<file path="config.mk">
export PLATFORM = sky130hd
export DESIGN_NAME = calc_key_ctrl
export DESIGN_NICKNAME = d
export VERILOG_FILES = /design/src/rtl/calc_key_ctrl.sv
export SDC_FILE = /design/constraint.sdc
export NUM_CORES = 2
export LEC_CHECK = 0
export ABC_CLOCK_PERIOD_IN_PS = 52200
export CAP_MARGIN = 20
export CORE_ASPECT_RATIO = 0.5
export CORE_UTILIZATION = 30
export CTS_BUF_LIST = sky130_fd_sc_hd__clkbuf_16
export DETAILED_ROUTE_END_ITERATION = 7
export PLACE_DENSITY = 0.58
export SYNTH_ARGS = -nofsm -noshare
export SYNTH_HDL_FRONTEND = slang
export SYNTH_SLANG_ARGS = --single-unit
</file>
<file path="constraint.sdc">
create_clock -name clk_in -period 52.2 [get_ports clk_in]
set_input_delay 13.05 -clock clk_in [delete_from_list [all_inputs] [get_ports clk_in]]
set_output_delay 13.05 -clock clk_in [all_outputs]
set_load 0.02 [all_outputs]
</file>
<file path="src/rtl/calc_key_ctrl.sv">
// Calculator keypad sequencer: moves a 4x4 cursor, edits an expression buffer and
// evaluates it with '*' binding tighter than '+'/'-'. Multiplication is a serial
// shift-add over RES_W cycles.
// Optional feature macro: OVF_DETECT_EN (flag arithmetic overflow as an error).
module calc_key_ctrl #(
  parameter int unsigned MAX_CHARS = 32,
  parameter int unsigned RES_W     = 32
) (
  input  logic                   clk_in,
  input  logic                   sys_rst,
  input  logic                   key_up,
  input  logic                   key_down,
  input  logic                   key_left,
  input  logic                   key_right,
  input  logic                   key_sel,
  output logic [3:0]             cursor_x,
  output logic [3:0]             cursor_y,
  output logic [MAX_CHARS*8-1:0] disp_str_flat,
  output logic [RES_W-1:0]       result,
  output logic                   calc_done,
  output logic                   busy,
  output logic                   err
);

`ifdef OVF_DETECT_EN
  localparam bit OvfEn = 1'b1;
`else
  localparam bit OvfEn = 1'b0;
`endif

  localparam int unsigned IW = $clog2(MAX_CHARS);
  localparam int unsigned LW = $clog2(MAX_CHARS + 1);
  localparam int unsigned CW = $clog2(RES_W);

  localparam logic [1:0] StIdle = 2'd0;
  localparam logic [1:0] StEval = 2'd1;
  localparam logic [1:0] StMul  = 2'd2;
  localparam logic [1:0] StFin  = 2'd3;

  // Action to perform once a term has been closed
  localparam logic [1:0] PendAdd = 2'd0;
  localparam logic [1:0] PendSub = 2'd1;
  localparam logic [1:0] PendMul = 2'd2;
  localparam logic [1:0] PendEnd = 2'd3;

  localparam logic [7:0] ChSpace = 8'h20;
  localparam logic [7:0] ChPlus  = 8'h2B;
  localparam logic [7:0] ChMinus = 8'h2D;
  localparam logic [7:0] ChEq    = 8'h3D;
  localparam logic [7:0] ChB     = 8'h42;
  localparam logic [7:0] ChC     = 8'h43;

  function automatic logic [7:0] key_char(input logic [1:0] row, input logic [1:0] col);
    logic [7:0] ch;
    case ({row, col})
      4'd0:    ch = 8'h31;
      4'd1:    ch = 8'h32;
      4'd2:    ch = 8'h33;
      4'd3:    ch = ChPlus;
      4'd4:    ch = 8'h34;
      4'd5:    ch = 8'h35;
      4'd6:    ch = 8'h36;
      4'd7:    ch = ChMinus;
      4'd8:    ch = 8'h37;
      4'd9:    ch = 8'h38;
      4'd10:   ch = 8'h39;
      4'd11:   ch = 8'h2A;
      4'd12:   ch = ChC;
      4'd13:   ch = 8'h30;
      4'd14:   ch = ChEq;
      default: ch = ChB;
    endcase
    return ch;
  endfunction

  function automatic logic [1:0] op_pend(input logic [7:0] ch);
    if (ch == ChPlus)       return PendAdd;
    else if (ch == ChMinus) return PendSub;
    else                    return PendMul;
  endfunction

  // Top bit of the result is the carry (add) or borrow (subtract)
  function automatic logic [RES_W:0] acc(input logic [RES_W-1:0] s, input logic [RES_W-1:0] t,
                                         input logic sub);
    return sub ? ({1'b0, s} - {1'b0, t}) : ({1'b0, s} + {1'b0, t});
  endfunction

  logic [1:0]       state_q, state_d;
  logic [1:0]       cx_q, cx_d, cy_q, cy_d;
  logic [7:0]       chars_q [MAX_CHARS];
  logic [7:0]       chars_d [MAX_CHARS];
  logic [LW-1:0]    len_q, len_d, idx_q, idx_d;
  logic [RES_W-1:0] result_q, result_d;
  logic             calc_done_q, calc_done_d, err_q, err_d;
  logic [RES_W-1:0] sum_q, sum_d, term_q, term_d, num_q, num_d;
  logic             neg_q, neg_d, mulp_q, mulp_d, prev_op_q, prev_op_d;
  logic             syn_err_q, syn_err_d, ovf_q, ovf_d;
  logic [RES_W-1:0] mul_a_q, mul_a_d, mul_b_q, mul_b_d, mul_p_q, mul_p_d;
  logic [CW-1:0]    mul_cnt_q, mul_cnt_d;
  logic [1:0]       pend_q, pend_d;

  logic [7:0]       key_ch, cur_c;
  logic             cur_dig, cur_last;
  logic [RES_W+3:0] num_ext;
  logic [LW-1:0]    wr_base, bs_idx;
  logic [RES_W:0]   mul_add, acc_v;
  logic             apply_en;
  logic [RES_W-1:0] apply_t;
  logic [1:0]       apply_pend;

  assign key_ch   = key_char(cy_q, cx_q);
  assign cur_c    = chars_q[idx_q[IW-1:0]];
  assign cur_dig  = (cur_c >= 8'h30) && (cur_c <= 8'h39);
  assign cur_last = (idx_q == len_q - 1'b1);
  assign num_ext  = {4'b0000, num_q} * (RES_W+4)'(10) + {{RES_W{1'b0}}, cur_c[3:0]};
  assign wr_base  = calc_done_q ? '0 : len_q;
  assign bs_idx   = len_q - 1'b1;

  assign cursor_x  = {2'b00, cx_q};
  assign cursor_y  = {2'b00, cy_q};
  assign result    = result_q;
  assign calc_done = calc_done_q;
  assign err       = err_q;
  assign busy      = (state_q != StIdle);

  for (genvar k = 0; k < MAX_CHARS; k++) begin : g_disp
    assign disp_str_flat[k*8 +: 8] = chars_q[k];
  end

  // Next-state logic: key handling in idle, expression scan, serial multiply, finish
  always_comb begin
    state_d     = state_q;
    cx_d        = cx_q;
    cy_d        = cy_q;
    chars_d     = chars_q;
    len_d       = len_q;
    idx_d       = idx_q;
    result_d    = result_q;
    calc_done_d = calc_done_q;
    err_d       = err_q;
    sum_d       = sum_q;
    term_d      = term_q;
    num_d       = num_q;
    neg_d       = neg_q;
    mulp_d      = mulp_q;
    prev_op_d   = prev_op_q;
    syn_err_d   = syn_err_q;
    ovf_d       = ovf_q;
    mul_a_d     = mul_a_q;
    mul_b_d     = mul_b_q;
    mul_p_d     = mul_p_q;
    mul_cnt_d   = mul_cnt_q;
    pend_d      = pend_q;
    mul_add     = '0;
    acc_v       = '0;
    apply_en    = 1'b0;
    apply_t     = '0;
    apply_pend  = PendEnd;

    case (state_q)
      StIdle: begin
        if (key_sel) begin
          case (key_ch)
            ChC: begin
              for (int unsigned k = 0; k < MAX_CHARS; k++) chars_d[k] = ChSpace;
              len_d       = '0;
              calc_done_d = 1'b0;
              err_d       = 1'b0;
              result_d    = '0;
            end
            ChB: begin
              if (len_q != '0) begin
                chars_d[bs_idx[IW-1:0]] = ChSpace;
                len_d                   = bs_idx;
                calc_done_d             = 1'b0;
              end
            end
            ChEq: begin
              if (len_q != '0) begin
                state_d     = StEval;
                idx_d       = '0;
                calc_done_d = 1'b0;
                sum_d       = '0;
                term_d      = '0;
                num_d       = '0;
                neg_d       = 1'b0;
                mulp_d      = 1'b0;
                prev_op_d   = 1'b1;
                syn_err_d   = 1'b0;
                ovf_d       = 1'b0;
              end
            end
            default: begin
              // A finished result is discarded by the first edit key
              if (calc_done_q) begin
                for (int unsigned k = 0; k < MAX_CHARS; k++) chars_d[k] = ChSpace;
                calc_done_d = 1'b0;
                err_d       = 1'b0;
              end
              if (wr_base != LW'(MAX_CHARS)) begin
                chars_d[wr_base[IW-1:0]] = key_ch;
                len_d                    = wr_base + 1'b1;
              end
            end
          endcase
        end else if (key_up) begin
          cy_d = cy_q - 1'b1;
        end else if (key_down) begin
          cy_d = cy_q + 1'b1;
        end else if (key_left) begin
          cx_d = cx_q - 1'b1;
        end else if (key_right) begin
          cx_d = cx_q + 1'b1;
        end
      end

      StEval: begin
        idx_d = idx_q + 1'b1;
        if (cur_dig) begin
          num_d     = num_ext[RES_W-1:0];
          prev_op_d = 1'b0;
          if (OvfEn && (num_ext[RES_W+3:RES_W] != 4'd0)) ovf_d = 1'b1;
          if (cur_last) begin
            if (mulp_q) begin
              mul_a_d   = term_q;
              mul_b_d   = num_ext[RES_W-1:0];
              mul_p_d   = '0;
              mul_cnt_d = '0;
              pend_d    = PendEnd;
              state_d   = StMul;
            end else begin
              apply_en   = 1'b1;
              apply_t    = num_ext[RES_W-1:0];
              apply_pend = PendEnd;
            end
          end
        end else if (prev_op_q || cur_last) begin
          // Leading, doubled or trailing operator
          syn_err_d = 1'b1;
          state_d   = StFin;
        end else if (mulp_q) begin
          mul_a_d   = term_q;
          mul_b_d   = num_q;
          mul_p_d   = '0;
          mul_cnt_d = '0;
          pend_d    = op_pend(cur_c);
          state_d   = StMul;
        end else begin
          apply_en   = 1'b1;
          apply_t    = num_q;
          apply_pend = op_pend(cur_c);
        end
      end

      StMul: begin
        mul_add   = {1'b0, mul_p_q} + (mul_b_q[0] ? {1'b0, mul_a_q} : '0);
        mul_p_d   = mul_add[RES_W-1:0];
        mul_a_d   = mul_a_q << 1;
        mul_b_d   = mul_b_q >> 1;
        mul_cnt_d = mul_cnt_q + 1'b1;
        // Overflow if the add carries or a set multiplicand bit is shifted out while
        // higher multiplier bits remain
        if (OvfEn && (mul_add[RES_W] ||
                      (mul_a_q[RES_W-1] && (mul_b_q[RES_W-1:1] != '0)))) begin
          ovf_d = 1'b1;
        end
        if (mul_cnt_q == CW'(RES_W - 1)) begin
          state_d    = StEval;
          apply_en   = 1'b1;
          apply_t    = mul_add[RES_W-1:0];
          apply_pend = pend_q;
        end
      end

      default: begin
        result_d    = (syn_err_q || ovf_q) ? '0 : sum_q;
        err_d       = syn_err_q | ovf_q;
        calc_done_d = 1'b1;
        state_d     = StIdle;
      end
    endcase

    // Fold a closed term into the running sum or the pending product
    if (apply_en) begin
      acc_v  = acc(sum_q, apply_t, neg_q);
      term_d = apply_t;
      case (apply_pend)
        PendMul: begin
          mulp_d    = 1'b1;
          num_d     = '0;
          prev_op_d = 1'b1;
        end
        PendEnd: begin
          sum_d   = acc_v[RES_W-1:0];
          if (OvfEn && acc_v[RES_W]) ovf_d = 1'b1;
          state_d = StFin;
        end
        default: begin
          sum_d     = acc_v[RES_W-1:0];
          if (OvfEn && acc_v[RES_W]) ovf_d = 1'b1;
          neg_d     = (apply_pend == PendSub);
          mulp_d    = 1'b0;
          num_d     = '0;
          prev_op_d = 1'b1;
        end
      endcase
    end
  end

  // State registers with asynchronous reset
  always_ff @(posedge clk_in or posedge sys_rst) begin
    if (sys_rst) begin
      state_q     <= StIdle;
      cx_q        <= '0;
      cy_q        <= '0;
      for (int unsigned k = 0; k < MAX_CHARS; k++) chars_q[k] <= ChSpace;
      len_q       <= '0;
      idx_q       <= '0;
      result_q    <= '0;
      calc_done_q <= 1'b0;
      err_q       <= 1'b0;
      sum_q       <= '0;
      term_q      <= '0;
      num_q       <= '0;
      neg_q       <= 1'b0;
      mulp_q      <= 1'b0;
      prev_op_q   <= 1'b1;
      syn_err_q   <= 1'b0;
      ovf_q       <= 1'b0;
      mul_a_q     <= '0;
      mul_b_q     <= '0;
      mul_p_q     <= '0;
      mul_cnt_q   <= '0;
      pend_q      <= PendEnd;
    end else begin
      state_q     <= state_d;
      cx_q        <= cx_d;
      cy_q        <= cy_d;
      chars_q     <= chars_d;
      len_q       <= len_d;
      idx_q       <= idx_d;
      result_q    <= result_d;
      calc_done_q <= calc_done_d;
      err_q       <= err_d;
      sum_q       <= sum_d;
      term_q      <= term_d;
      num_q       <= num_d;
      neg_q       <= neg_d;
      mulp_q      <= mulp_d;
      prev_op_q   <= prev_op_d;
      syn_err_q   <= syn_err_d;
      ovf_q       <= ovf_d;
      mul_a_q     <= mul_a_d;
      mul_b_q     <= mul_b_d;
      mul_p_q     <= mul_p_d;
      mul_cnt_q   <= mul_cnt_d;
      pend_q      <= pend_d;
    end
  end

endmodule

</file>
==> results by group <==
Clocking
  – Max clock buf depth: 3
  – Worst-Skew Late Latency: around 0.66 ns
  – Clock root cell: clkbuf_16
  – Worst-path clk slew: ~0.070 ns
  – CTS-repair resized insts: 0
  – Hold-fix buffers at CTS: 0
  – Post-CTS setup buffer count: 0
  – TritonCTS Sinks: just over 500
  – CTS tree: built
  – H-tree Lvls: 2
  – CTS buffer count: 51

Worst setup path
  – Slowest cell on crit path: clkdlybuf4s50_1
  – Reg-to-reg slack, setup: approximately 42 ns
  – Worst R2R Path Depth: 28
  – WP data required: 39.15 ns
  – CP most frequent cell: inv_1
  – CP Capture Type: output pin
  – Crit path launch type: flip-flop
  – Worst path depth: 4
  – Cells traversed along the worst timing path: inv_1 > ha_1 > inv_1 > clkdlybuf4s50_1
  – Top Family by Delay on Critical Path: buffers and inverters
  – Crit path kind: flip-flop to output pin
  – Max stage delay on crit path: approximately 0.7 ns
  – WP buf/inv: 3
  – Crit Reg-Reg Startpoint: idx_q[1]
  – FF-to-FF End: sum_q[31]
  – Critical-path maximum fanout: 16
  – Arrival @ worst endpoint: between 2 and 3 ns

Cells and area
  – P&R area growth vs syn: 19.3%
  – Layout filler cell count: 10301
  – Non-Filler Instances: around 5000
  – Commonest cells after routing, fill and taps aside: 571 x nand2_1, 474 x dfrtp_1, 418 x o21ai_0
  – Commonest non-fill, non-tap cell in the layout: nand2_1
  – Inserted Diodes: 0
  – NumNets Final: between 3000 and 4000
  – Layout cells sized above 1: 0.0660

STA
  – Setup violations, final: 0
  – Setup TNS: 0 ns
  – Slew margin rel.: 0.174
  – RSZ-0062 raised after global routing: no
  – Final hold vios: 0
  – Worst Max-Slew Pin Slew: ~1.2 ns
  – Peak Freq: approximately 64 MHz
  – Clock period minus worst slack: approximately 16 ns
  – Clock skew: ~0.048 ns
  – Final Max Tran Viols: 0
  – Period utilization: 0.302

Pwr
  – P per Cell Area: 55.3 nW/um^2
  – Worst vdd ir: about 0.047 mV
  – Total Power: just over 2 mW
  – P_leak: about 16 nW

Yosys
  – Post-synthesis adder-cell area fraction: 0.0607
  – Syn Area/Cell: roughly 9 sq um
  – Mapped Area: between 30000 and 40000 sq um
  – Synthesis warning total: 0
  – Sequential fraction of the synthesis area: 0.416
  – Main combinational cell family by area after synthesis: compound AO/OA/AOI/OAI gates
  – Flop and latch count out of synthesis: 511
  – Synth Area in Compound Gates: 0.205
  – Synth Area in XOR/XNOR: 0.0389
  – Post-synthesis cell count: 3417
  – Post-synth EDFFs: 0
  – Primary FF master, synth: dfrtp_1
  – Simple-gate share of the synthesized area: 0.177
  – Number of distinct library cells after synthesis: between 100 and 150
  – FFs w/ async S/R, synth: 1.00
  – Multiplexer area fraction after synthesis: 0.0644

Global route
  – Total GRT Usage: 0.209
  – Overflow after GRT: 0
  – Vias in the first global route: roughly 26000
  – First-pass GRT wire length: between 150 and 200 mm
  – Initial antenna violation count: 0
  – Largest net degree at the start of global routing: about 180

Worst hold path
  – Worst hold path stage count: 2
  – Hold_sp: term_q[7]
  – Hold Path Sink: term_q[7]
  – Worst min path class: flip-flop to flip-flop

Routing
  – Via count of the routed design: 27514
  – Routed Antenna Nets: 0
  – Residual DRC count: 0
  – Drt first-iter violations: approximately 2700
  – Via-to-Cell Ratio: 5.47
  – Initial DRT Pass Iterations: 6
  – DR WL/cell: ~22 microns
  – Final WL: around 110 mm

Outcome
  – Status: completed

Floorplanning
  – Effective utilization at floorplan: 0.305
  – Die Span X: between 400 and 500 microns
  – Die ar.: roughly 100000 sq um
  – FP Rows: a little over 80
  – Die Ht: ~230 microns
  – # IOs: a little over 300
  – Core box area: between 100000 and 150000 sq um

Place
  – Routability Congestion: 0.959
  – DP HPWL: between 80 and 90 mm
  – Dpl cells: 4929
  – Number of port buffers: 301

Run
  – Max Cap Violations: 0
-- worst max path at each step --
stage	startpoint	endpoint	slack, ns
floorplan	sys_rst	calc_done	24.94
global placement	key_sel	disp_str_flat[14]	35.91
detailed placement	key_sel	disp_str_flat[6]	35.80
CTS	state_q[0]	busy	36.46
global route	state_q[0]	busy	36.40
finish	state_q[0]	busy	36.46
-- metal layers --
| metal | wire length (microns) | GRT usage | vias up |
|---|---|---|---|
| li1 | - | - | 12688 |
| met1 | 47100 | 0.275 | 13705 |
| met2 | 52800 | 0.344 | 935 |
| met3 | 6730 | 0.0331 | 186 |
| met4 | 4160 | 0.0753 | 0 |
| met5 | 0 | 0 | - |
-- per-stage QoR --
stage,worst slack [ns],hold slack (ns),cell area (sq um),utilization
finish,36.46,0.476,36800,0.364
global route,36.40,0.497,36800,0.364
CTS,36.46,0.479,36700,0.364
detailed placement,35.80,0.463,35100,0.348
global placement,35.91,0.459,35100,0.348
floorplan,24.94,0.445,30800,-
-- where the power goes --
part	switching (mW)	leakage, nW	internal (mW)
sequential	0.106	6.65	0.495
clock	0.172	0.831	0.193
combinational	0.701	8.66	0.367
total	0.978	16.1	1.06
-- cell type report --
class / instances / area [sq um] / area share
repair buffers: 345 / 3410 / 0.0927
multi-input cells: 2651 / 16900 / 0.461
well taps: 1344 / 1680 / 0.0457
flip-flops and latches: 511 / 12800 / 0.349
inverters: 81 / 312 / 0.00847
clock inverters: 45 / 312 / 0.00847
clock buffers: 51 / 1280 / 0.0347
-- Yosys cell counts, drive strengths merged, types with 7 or more instances --
master	n	area, sq um
dfrtp	476	11900
nor3	47	235
nor2	238	896
clkbuf	133	503
mux2	13	150
o2111ai	9	78.8
xnor2	75	657
a21boi	8	60.1
a221oi	8	70.1
a2111oi	7	61.3
nor2b	23	144
inv	81	304
o31ai	15	113
a21o	57	428
a22oi	65	488
mux2i	83	831
o21ai	435	2180
and2	80	502
nand2b	32	200
mux4	42	1000
a21oi	183	920
o21bai	12	90.1
o21a	24	181
xor2	62	543
o22ai	14	87.6
nor4	18	113
a211o	10	87.6
a22o	34	298
ha	143	1790
a211oi	27	225
nand4	16	106
a31oi	21	146
nand3	83	415
o211ai	13	97.6
nand2	571	2140
buf	44	330
and3	30	193
o311ai	14	123
or2	14	87.6
or3	19	119
o221ai	7	61.3
dfstp	35	920
nor3b	7	52.6
-- state kept, by name, summed over array words and instances, names as in the netlist --
signal         cells
disp_str_flat    256
mul_a_q           32
mul_b_q           32
mul_p_q           32
num_q             32
result            32
sum_q             32
term_q            32
idx_q              6
len_q              6
mul_cnt_q          5
cx_q               2
cy_q               2
pend_q             2
state_q            2
calc_done          1
err                1
mulp_q             1
neg_q              1
prev_op_q          1
syn_err_q          1
-- cell families (layout without fill, tap and decap cells) --
group,after synthesis,count (layout)
multiplexers,138,138
AND/OR/NAND/NOR,1206,1206
buffers and inverters,258,522
other,1,4
flip-flops,511,511
XOR/XNOR,137,137
adder cells (fa/ha/maj),147,147
AO/OA/AOI/OAI,1019,1019
-- tightest hold or removal path: stages, from the launching register on --
cell and delay, ns:
dfrtp_1 0.34, nand2_1 0.05, nand2_1 0.05
Power figures use the tool's default switching activity.
